<file path="src/rtl/qs_srt_ucode_seq_if.sv">
// Bundle of control-store, datapath-issue, BLINK, queue and emit signals
// exchanged between the sort microcode sequencer and its environment.
interface qs_srt_ucode_seq_if #(
    parameter int PC_W = 8
);
    // Control-store fetch
    logic [PC_W-1:0] ra;
    logic [15:0]     rout;

    // Datapath issue handshake
    logic            inst_vld;
    logic            inst_rdy;
    logic [15:0]     inst;

    // Condition flags from the datapath
    logic            flags_vld;
    logic            flags_eq;
    logic            flags_gt;

    // Link register (BLINK) access for CALL/RET
    logic            blink_we;
    logic [PC_W-1:0] blink_wdata;
    logic            blink_vld;
    logic [PC_W-1:0] blink_rdata;

    // Input-queue status and sorted-bank handoff
    logic            queue_ready;
    logic            emit_vld;
    logic            emit_rdy;

    // Status
    logic            busy;
    logic            err;

    // Sequencer side
    modport master (
        output ra,
        input  rout,
        output inst_vld,
        input  inst_rdy,
        output inst,
        input  flags_vld,
        input  flags_eq,
        input  flags_gt,
        output blink_we,
        output blink_wdata,
        input  blink_vld,
        input  blink_rdata,
        input  queue_ready,
        output emit_vld,
        input  emit_rdy,
        output busy,
        output err
    );

    // Environment side (control store, datapath, BLINK, queue)
    modport slave (
        input  ra,
        output rout,
        input  inst_vld,
        output inst_rdy,
        input  inst,
        output flags_vld,
        output flags_eq,
        output flags_gt,
        input  blink_we,
        input  blink_wdata,
        output blink_vld,
        output blink_rdata,
        output queue_ready,
        input  emit_vld,
        output emit_rdy,
        input  busy,
        input  err
    );
endinterface

</file>
<file path="src/rtl/qs_srt_ucode_seq.sv">
// Microcode sequencer for the sort engine. The PC drives the control-store
// address directly and the returned word is decoded in the same cycle, so an
// unstalled program retires one instruction per clock. Datapath ops are
// forwarded over a valid/ready handshake; control ops (jumps, CALL/RET,
// WAIT, EMIT) are executed locally and never reach the datapath.
module qs_srt_ucode_seq #(
    parameter int PC_W   = 8,
    parameter int PC_ERR = 128
) (
    input  logic                  clk,
    input  logic                  arst_n,
    qs_srt_ucode_seq_if.master    bus
);

    typedef logic [PC_W-1:0] pc_t;

    typedef enum logic [1:0] {
        S_RUN    = 2'd0,
        S_WAIT_Q = 2'd1,
        S_EMIT   = 2'd2,
        S_ERR    = 2'd3
    } state_t;

    localparam pc_t PC_ERR_A = pc_t'(PC_ERR);

    localparam logic [3:0] OP_NOP  = 4'b0000;
    localparam logic [3:0] OP_JCC  = 4'b0001;
    localparam logic [3:0] OP_STK  = 4'b0010;
    localparam logic [3:0] OP_MEM  = 4'b0100;
    localparam logic [3:0] OP_MOV  = 4'b0110;
    localparam logic [3:0] OP_ALU  = 4'b0111;
    localparam logic [3:0] OP_CTL  = 4'b1100;
    localparam logic [3:0] OP_SYS  = 4'b1111;

    state_t state_q, state_d;
    pc_t    pc_q, pc_d;

    // Decoded fields of the word currently on rout
    logic [3:0] op;
    logic [1:0] cc;
    pc_t        tgt;
    pc_t        pc_inc;
    logic       sub_bit;
    logic       is_dp;
    logic       is_call;
    logic       jcc_ready;
    logic       jcc_take;
    logic       run_live;

    // Instruction decode and branch-condition evaluation
    always_comb begin
        op       = bus.rout[15:12];
        sub_bit  = bus.rout[11];
        cc       = bus.rout[9:8];
        tgt      = pc_t'(bus.rout[7:0]);
        // Natural wrap modulo 2^PC_W; falling off the top is not an error
        pc_inc   = pc_q + pc_t'(1);
        is_dp    = (op == OP_STK) || (op == OP_MEM) ||
                   (op == OP_MOV) || (op == OP_ALU);
        is_call  = (op == OP_CTL) && !sub_bit;
        // Unconditional jumps never wait on the flags
        jcc_ready = (cc == 2'b00) || bus.flags_vld;
        case (cc)
            2'b00:   jcc_take = 1'b1;
            2'b01:   jcc_take = bus.flags_eq;
            2'b10:   jcc_take = bus.flags_gt;
            default: jcc_take = !bus.flags_gt;
        endcase
        // Instruction at rout is only executed in RUN and not at the error
        // vector; reset also kills every outgoing strobe immediately.
        run_live = arst_n && (state_q == S_RUN) && (pc_q != PC_ERR_A);
    end

    // State and PC registers
    always_ff @(posedge clk or negedge arst_n) begin
        if (!arst_n) begin
            state_q <= S_RUN;
            pc_q    <= '0;
        end else begin
            state_q <= state_d;
            pc_q    <= pc_d;
        end
    end

    // Next state and next PC
    always_comb begin
        state_d = state_q;
        pc_d    = pc_q;
        case (state_q)
            S_RUN: begin
                if (pc_q == PC_ERR_A) begin
                    // Landing on the error vector traps without executing it
                    state_d = S_ERR;
                end else begin
                    case (op)
                        OP_NOP: begin
                            pc_d = pc_inc;
                        end
                        OP_JCC: begin
                            if (jcc_ready) begin
                                pc_d = jcc_take ? tgt : pc_inc;
                            end
                        end
                        OP_STK, OP_MEM, OP_MOV, OP_ALU: begin
                            // inst_vld is high here, so inst_rdy completes the issue
                            if (bus.inst_rdy) begin
                                pc_d = pc_inc;
                            end
                        end
                        OP_CTL: begin
                            if (!sub_bit) begin
                                pc_d = tgt;
                            end else if (bus.blink_vld) begin
                                pc_d = bus.blink_rdata;
                            end
                        end
                        OP_SYS: begin
                            // PC parks on WAIT/EMIT and advances on exit
                            state_d = sub_bit ? S_EMIT : S_WAIT_Q;
                        end
                        default: begin
                            state_d = S_ERR;
                        end
                    endcase
                end
            end
            S_WAIT_Q: begin
                if (bus.queue_ready) begin
                    state_d = S_RUN;
                    pc_d    = pc_inc;
                end
            end
            S_EMIT: begin
                if (bus.emit_rdy) begin
                    state_d = S_RUN;
                    pc_d    = pc_inc;
                end
            end
            default: begin
                // S_ERR: frozen until reset
                state_d = S_ERR;
                pc_d    = pc_q;
            end
        endcase
    end

    // Moore/Mealy outputs; strobes are gated so none escapes during reset
    always_comb begin
        bus.ra          = pc_q;
        bus.inst        = bus.rout;
        bus.inst_vld    = run_live && is_dp;
        bus.blink_we    = run_live && is_call;
        bus.blink_wdata = pc_inc;
        bus.emit_vld    = arst_n && (state_q == S_EMIT);
        bus.busy        = (state_q != S_WAIT_Q);
        bus.err         = (state_q == S_ERR);
    end

endmodule

</file>
<file path="src/flat_wrapper.sv">
// flat-port wrapper written by rule: the top's interface ports become plain ports
module qs_srt_ucode_seq_flat 
#(
    parameter int PC_W   = 8,
    parameter int PC_ERR = 128
)
  (clk, arst_n, bus_ra, bus_rout, bus_inst_vld, bus_inst_rdy, bus_inst, bus_flags_vld, bus_flags_eq, bus_flags_gt, bus_blink_we, bus_blink_wdata, bus_blink_vld, bus_blink_rdata, bus_queue_ready, bus_emit_vld, bus_emit_rdy, bus_busy, bus_err);
  qs_srt_ucode_seq_if #(.PC_W(PC_W)) bus_i ();
  input  logic clk;
  input  logic arst_n;
  output wire logic [$bits(bus_i.ra)-1:0] bus_ra;
  input wire logic [$bits(bus_i.rout)-1:0] bus_rout;
  output wire logic [$bits(bus_i.inst_vld)-1:0] bus_inst_vld;
  input wire logic [$bits(bus_i.inst_rdy)-1:0] bus_inst_rdy;
  output wire logic [$bits(bus_i.inst)-1:0] bus_inst;
  input wire logic [$bits(bus_i.flags_vld)-1:0] bus_flags_vld;
  input wire logic [$bits(bus_i.flags_eq)-1:0] bus_flags_eq;
  input wire logic [$bits(bus_i.flags_gt)-1:0] bus_flags_gt;
  output wire logic [$bits(bus_i.blink_we)-1:0] bus_blink_we;
  output wire logic [$bits(bus_i.blink_wdata)-1:0] bus_blink_wdata;
  input wire logic [$bits(bus_i.blink_vld)-1:0] bus_blink_vld;
  input wire logic [$bits(bus_i.blink_rdata)-1:0] bus_blink_rdata;
  input wire logic [$bits(bus_i.queue_ready)-1:0] bus_queue_ready;
  output wire logic [$bits(bus_i.emit_vld)-1:0] bus_emit_vld;
  input wire logic [$bits(bus_i.emit_rdy)-1:0] bus_emit_rdy;
  output wire logic [$bits(bus_i.busy)-1:0] bus_busy;
  output wire logic [$bits(bus_i.err)-1:0] bus_err;
  assign bus_ra = bus_i.ra;
  assign bus_i.rout = bus_rout;
  assign bus_inst_vld = bus_i.inst_vld;
  assign bus_i.inst_rdy = bus_inst_rdy;
  assign bus_inst = bus_i.inst;
  assign bus_i.flags_vld = bus_flags_vld;
  assign bus_i.flags_eq = bus_flags_eq;
  assign bus_i.flags_gt = bus_flags_gt;
  assign bus_blink_we = bus_i.blink_we;
  assign bus_blink_wdata = bus_i.blink_wdata;
  assign bus_i.blink_vld = bus_blink_vld;
  assign bus_i.blink_rdata = bus_blink_rdata;
  assign bus_i.queue_ready = bus_queue_ready;
  assign bus_emit_vld = bus_i.emit_vld;
  assign bus_i.emit_rdy = bus_emit_rdy;
  assign bus_busy = bus_i.busy;
  assign bus_err = bus_i.err;
  qs_srt_ucode_seq #(.PC_W(PC_W), .PC_ERR(PC_ERR)) u_core (.clk(clk), .arst_n(arst_n), .bus(bus_i));
endmodule
</file>
<file path="config.mk">
export PLATFORM = sky130hd
export DESIGN_NAME = qs_srt_ucode_seq_flat
export DESIGN_NICKNAME = d
export VERILOG_FILES = /design/src/rtl/qs_srt_ucode_seq_if.sv /design/src/rtl/qs_srt_ucode_seq.sv /design/src/flat_wrapper.sv
export SDC_FILE = /design/constraint.sdc
export NUM_CORES = 1
export LEC_CHECK = 0
export CELL_PAD_IN_SITES_DETAIL_PLACEMENT = 1
export CELL_PAD_IN_SITES_GLOBAL_PLACEMENT = 1
export CORE_MARGIN = 2
export CORE_UTILIZATION = 29
export DETAILED_ROUTE_END_ITERATION = 6
export GPL_ROUTABILITY_DRIVEN = 1
export PLACE_DENSITY_LB_ADDON = 0.1
export SLEW_MARGIN = 20
export SYNTH_ARGS = -nofsm -noshare
export SYNTH_HDL_FRONTEND = slang
export SYNTH_SLANG_ARGS = --single-unit
export TNS_END_PERCENT = 1
</file>
<file path="constraint.sdc">
create_clock -name clk -period 5.75 [get_ports clk]
set_input_delay 1.15 -clock clk [delete_from_list [all_inputs] [get_ports clk]]
set_output_delay 1.15 -clock clk [all_outputs]
set_load 0.01 [all_outputs]
</file>
-- Yosys cells after proc, flatten, opt, wreduce, memory -nomap -nowiden
Index checks and enable logic that the tools add are counted.
- add/sub/neg operators: 1
- equality and inequality tests: 23
- mux-type cells: 17
- reductions and logical operators: 20
- operators with widths (cell ; number):
    8-bit two-way mux ; 8
    8-bit case mux with 4 select lines ; 1
    8-bit case mux with 3 select lines ; 1
    4-bit by 3-bit equality test with 1-bit output, second input constant ; 3
    8-bit by 1-bit adder with 8-bit output, second input constant ; 1
    4-bit equality test, second input constant ; 2
    8-bit equality test, second input constant ; 1
    2-bit two-way mux ; 4
    8-bit != test, second input constant ; 1
    8-bit AND reduction ; 1
    7-bit OR reduction ; 1
    2-bit equality test, second input constant ; 3
    1-bit logical AND ; 6
    2-bit != test, second input constant ; 3
    3-bit != test, second input constant ; 2
    2-bit case mux with 3 select lines ; 1
    5-bit by 4-bit != test with 1-bit output, second input constant ; 1
    2-bit by 1-bit equality test with 1-bit output, second input constant ; 2
    4-bit by 1-bit equality test with 1-bit output, second input constant ; 1
    4-bit by 2-bit equality test with 1-bit output, second input constant ; 1
    2-bit zero test ; 2
    4-bit zero test ; 1
    1-bit logical OR ; 4
    4-bit != test, second input constant ; 1
    8 further kinds ; 9
- flip-flop bits (word level): 10
- input bits: 33
- output and inout port bits: 37
- word-level logic and storage cells: 63

-- Logic depth before layout (Yosys ltp)
- word-level depth: 7
- gate-level depth with buffers: 8
- mapped depth without buffers: 7

-- Least setup slack after synthesis
No wires, ideal clock.
- kind: input-to-output
- start point: input bus_rout[14]
- end point: output bus_inst_vld
- arrival time: 1.822 ns
- required time: 4.600 ns
- setup slack: 2.778 ns
- cell stages on the path: 3
- buffers on the path: 0
- cells stage by stage: inv_1 > maj3_1 > nor3_1
- cells in the longest elaborated chain, start to end: 5
- elaborated cells between the ends (all ways): 8
- those cells by class: eq/ne: 4; reduce/logical: 4
- RTL lines (element ; RTL line ; RTL):
    from (decl) ; flat_wrapper.sv:12 ; input wire logic [$bits(bus_i.rout)-1:0] bus_rout;
    4-bit by 2-bit equality test with 1-bit output or 4-bit by 3-bit equality test with 1-bit output (tied branches) ; qs_srt_ucode_seq.sv:58 ; is_dp = (op == OP_STK) || (op == OP_MEM) ||
    1-bit logical OR (2 in series) ; qs_srt_ucode_seq.sv:58 ;
    1-bit logical OR (*) ; qs_srt_ucode_seq.sv:59 ; (op == OP_MOV) || (op == OP_ALU);
    1-bit logical AND (*) ; qs_srt_ucode_seq.sv:151 ; bus.inst_vld = run_live && is_dp;
    to (decl) ; flat_wrapper.sv:13 ; output wire logic [$bits(bus_i.inst_vld)-1:0] bus_inst_vld;
Every way passes the cells marked *; elsewhere a longest branch is shown, timed or not.

-- Worst setup path in the final report
Ends and elaborated chain as after synthesis.

==> key figures <==
Floorplan
  – Die Y-Extent: between 60 and 70 um
  – Die span in x: 69.3 um
  – Num ports: 70
  – Total number of placement rows: 23
  – Core Area: 4060 um2
  – Starting density of the core: 0.304
  – Overall die area: ~4800 um2

CTS
  – Post-CTS Setup Repair Bufs: 0
  – H-Tree Depth: 1
  – Number of clock buffers inserted by TritonCTS: 3
  – Largest buffer count on any clock path: 2
  – Clk pin slew, worst setup/hold paths: 50 ps
  – Count of cells resized by post-cts repair: 0
  – CTS Root Cell: sky130_fd_sc_hd__clkbuf_8
  – Post-cts hold buffer count: 0
  – Clock tree from TritonCTS: built
  – Clock insertion delay at the later pin of the skew report: 240 ps
  – Sinks on Clock Net: 10

Drt
  – Via-per-instance ratio: 5.36
  – Detailed Routing Iterations Pass 1: 4
  – DR WL/cell: around 17 um
  – Total number of vias: 1,319
  – Final ANT Viol Nets: 0
  – Initial DRC count: 47
  – Final wirelength: between 4000 and 5000 um
  – Remaining DRCs: 0

Logic synthesis
  – Netlist area before placement: roughly 1200 um2
  – Proportion of synthesized chip area in sequential cells: 0.203
  – Yosys cell types: 48
  – Synthesized netlist cell count: about 140
  – Post-synthesis area per instance: 8.64 um2
  – Number of synthesis warnings: 0
  – Number of synthesized register bits: 10
  – Fraction of synthesis flops using an asynchronous set or reset pin: 1.00
  – Number of synthesized flops with an enable pin: 0
  – Post-synthesis net count: approximately 180
  – Flip-flop cell with the highest count after synthesis: sky130_fd_sc_hd__dfrtp_1

Critical path
  – Sequence of cells on the critical path: clkdlybuf4s50_1 > inv_1 > maj3_1 > nor3_1 > clkdlybuf4s50_1
  – Source of the critical timing path: bus_rout[14]
  – Delay contributed by the slowest stage of the critical path: 630 ps
  – Source of the worst register-to-register timing path: u_core.state_q[0]
  – Largest fanout on the critical path: 7
  – Kind of critical path: in2out
  – Crit Reg-Reg Endpoint: u_core.bus.ra[0]
  – Critical path data required time: 4600 ps
  – Slowest cell on crit path: sky130_fd_sc_hd__clkdlybuf4s50_1
  – Endpoint type of the worst setup path: output port
  – Startpoint type of the worst setup path: input pin
  – Critical path's most frequent cell: sky130_fd_sc_hd__clkdlybuf4s50_1
  – Critical path data arrival time: 2960 ps
  – Reg2Reg Setup Slack: 3240 ps
  – FF-to-FF path depth: 7

GRT
  – Global Route met1 Usage: 0.228
  – Initial antenna violation count: 0
  – Via count of the first global-routing pass: ~1,400
  – Maximum number of pins on one net before global-route repair: 13
  – Met3 Resource Use GR: 0.0363
  – Overall Global Routing Usage: 0.179
  – Final global-route overflow total: 0
  – Global-route wire length before repair: 7000 um
  – Grt peak-use layer: met2
  – Routing usage on met2: 0.298

Timing
  – Slew headroom: 0.581
  – Fin Clk Skew: 0.240 ps
  – Transition time at the pin with the least slew margin: 627 ps
  – Crit path time final: 4110 ps
  – Slack of the critical path: 1640 ps
  – Final Hold Vio Count: 0
  – Highest Clock Rate: 243 MHz
  – Part of the cycle the worst path needs: 0.714
  – Endpoints failing setup: 0
  – RSZ-0062 raised after global routing: no
  – Pins Over Slew Limit: 0
  – Setup TNS Final: 0 ps

Placement
  – Weighted congestion reported at the end of routability-driven placement: 0.817
  – Half-perimeter wire length of the detailed placement result: about 3400 um
  – Buffers added on ports: 67
  – Minimum setup slack after placement: 1620 ps

Layout
  – Layout overhead on the synthesized area: 52.7%
  – Most frequent standard cell in the layout excluding fill and tap cells: sky130_fd_sc_hd__clkdlybuf4s50_1
  – Number of antenna diodes: 0
  – Number of nets at the end of the flow: 237
  – Leading cell types in the layout, fill and taps excluded: 67 x sky130_fd_sc_hd__clkdlybuf4s50_1, 17 x sky130_fd_sc_hd__inv_1, 10 x sky130_fd_sc_hd__dfrtp_1, 9 x sky130_fd_sc_hd__nand2_1
  – Proportion of layout cells with a drive suffix above 1: 0.0816

Status
  – Status: complete, no violations

Min path
  – Hold EP: u_core.state_q[1]
  – Startpoint of the tightest hold check path: u_core.state_q[1]
  – Class of the most critical hold timing path: reg2reg
  – Count of cells along the worst hold path: 1

Power and ir drop
  – Max VDD drop: between 0.1 and 0.15 mV
  – Power Density: 436 nW/um2
  – Static Leakage: 0.723 nW

Job
  – Number of max-cap violations: 0
## power by group
group	switching (mW)	leakage, nW	internal (mW)
clock network	0.0284	0.0216	0.0459
registers	0.0495	0.118	0.105
logic	0.300	0.584	0.294
## area by class of cell
type / instances / area, um2
Tap cell: 50 / 62.6
Timing Repair Buffer: 67 / 671
Clock buffer: 3 / 41.3
Fill cell: 468 / 2170
Multi-Input combinational cell: 99 / 797
Inverter: 17 / 63.8
Sequential cell: 10 / 250
## worst max-delay path by stage
| stage | to | slack, ps | depth (start not counted) |
|---|---|---|---|
| 2_1_floorplan | bus_inst_vld | 2780 | 3 |
| 3_3_place_gp | bus_blink_we | 1680 | 4 |
| 3_5_place_dp | bus_inst_vld | 1620 | 5 |
| 4_1_cts | bus_inst_vld | 1620 | 5 |
| 5_1_grt | bus_inst_vld | 1540 | 5 |
| 6_report | bus_inst_vld | 1640 | 5 |
## cells in the mapped netlist (2+ instances only)
cell type                   count  area, um2
sky130_fd_sc_hd__o221ai_1       3       26.3
sky130_fd_sc_hd__nand2_1        9       33.8
sky130_fd_sc_hd__ha_1           6       75.1
sky130_fd_sc_hd__nor2_1         4       15.0
sky130_fd_sc_hd__o2bb2ai_1      3       26.3
sky130_fd_sc_hd__xnor2_1        6       52.6
sky130_fd_sc_hd__mux2_2         2       22.5
sky130_fd_sc_hd__o22ai_1        2       12.5
sky130_fd_sc_hd__a222oi_1       3       30.0
sky130_fd_sc_hd__nand3_1        5       25.0
sky130_fd_sc_hd__dfrtp_1       10        250
sky130_fd_sc_hd__inv_1         17       63.8
sky130_fd_sc_hd__o21ai_0        5       25.0
sky130_fd_sc_hd__nand2b_1       3       18.8
sky130_fd_sc_hd__a211oi_1       2       15.0
sky130_fd_sc_hd__a31oi_1        2       12.5
sky130_fd_sc_hd__a221oi_1       4       35.0
sky130_fd_sc_hd__xor2_1         2       17.5
sky130_fd_sc_hd__a21o_1         3       22.5
sky130_fd_sc_hd__a22oi_1        3       22.5
sky130_fd_sc_hd__nor3_1         4       20.0
sky130_fd_sc_hd__buf_4         16        120
sky130_fd_sc_hd__a21oi_1        3       15.0
sky130_fd_sc_hd__and3_1         2       12.5
## registers in the layout, summed over array words and instances (netlist names)
signal and cells:
u_core.bus.ra 8, u_core.state_q 2
## kinds of logic (layout without fill, tap and decap cells)
kind of cell             count (synthesis)  after routing  share of synthesized area
XOR/XNOR                                 8              8                     0.0567
AND/OR/NAND/NOR                         36             36                      0.179
buffers and inverters                   34             87                      0.152
AO/OA/AOI/OAI                           46             46                      0.322
adder cells (fa/ha/maj)                  7              7                     0.0689
multiplexers                             2              2                     0.0182
flip-flops                              10             10                      0.203
## routing by layer
metal  wire (um)  vias up
met1        1860      635
met3         247        5
met2        1990       46
met4          66        0
met5           0        -
li1            -      633
## stage by stage
stage | hold WS [ps] | instance area, um2 | power, mW | cells | utilization
2_1_floorplan | 534 | 1230 | 0.497 | 143 | -
3_3_place_gp | 563 | 1840 | 0.741 | 243 | 0.455
3_5_place_dp | 564 | 1840 | 0.750 | 243 | 0.455
4_1_cts | 579 | 1890 | 0.829 | 246 | 0.465
5_1_grt | 620 | 1890 | 0.889 | 246 | 0.465
6_report | 577 | 1890 | 0.823 | 246 | 0.465
## critical path, delay by kind of cell
| family | cells | cell delay, ps |
|---|---|---|
| buf+inv | 3 | 1270 |
| fa+ha+maj | 1 | 400 |
| simple gates | 1 | 150 |
(Power assumes the default switching activity.)
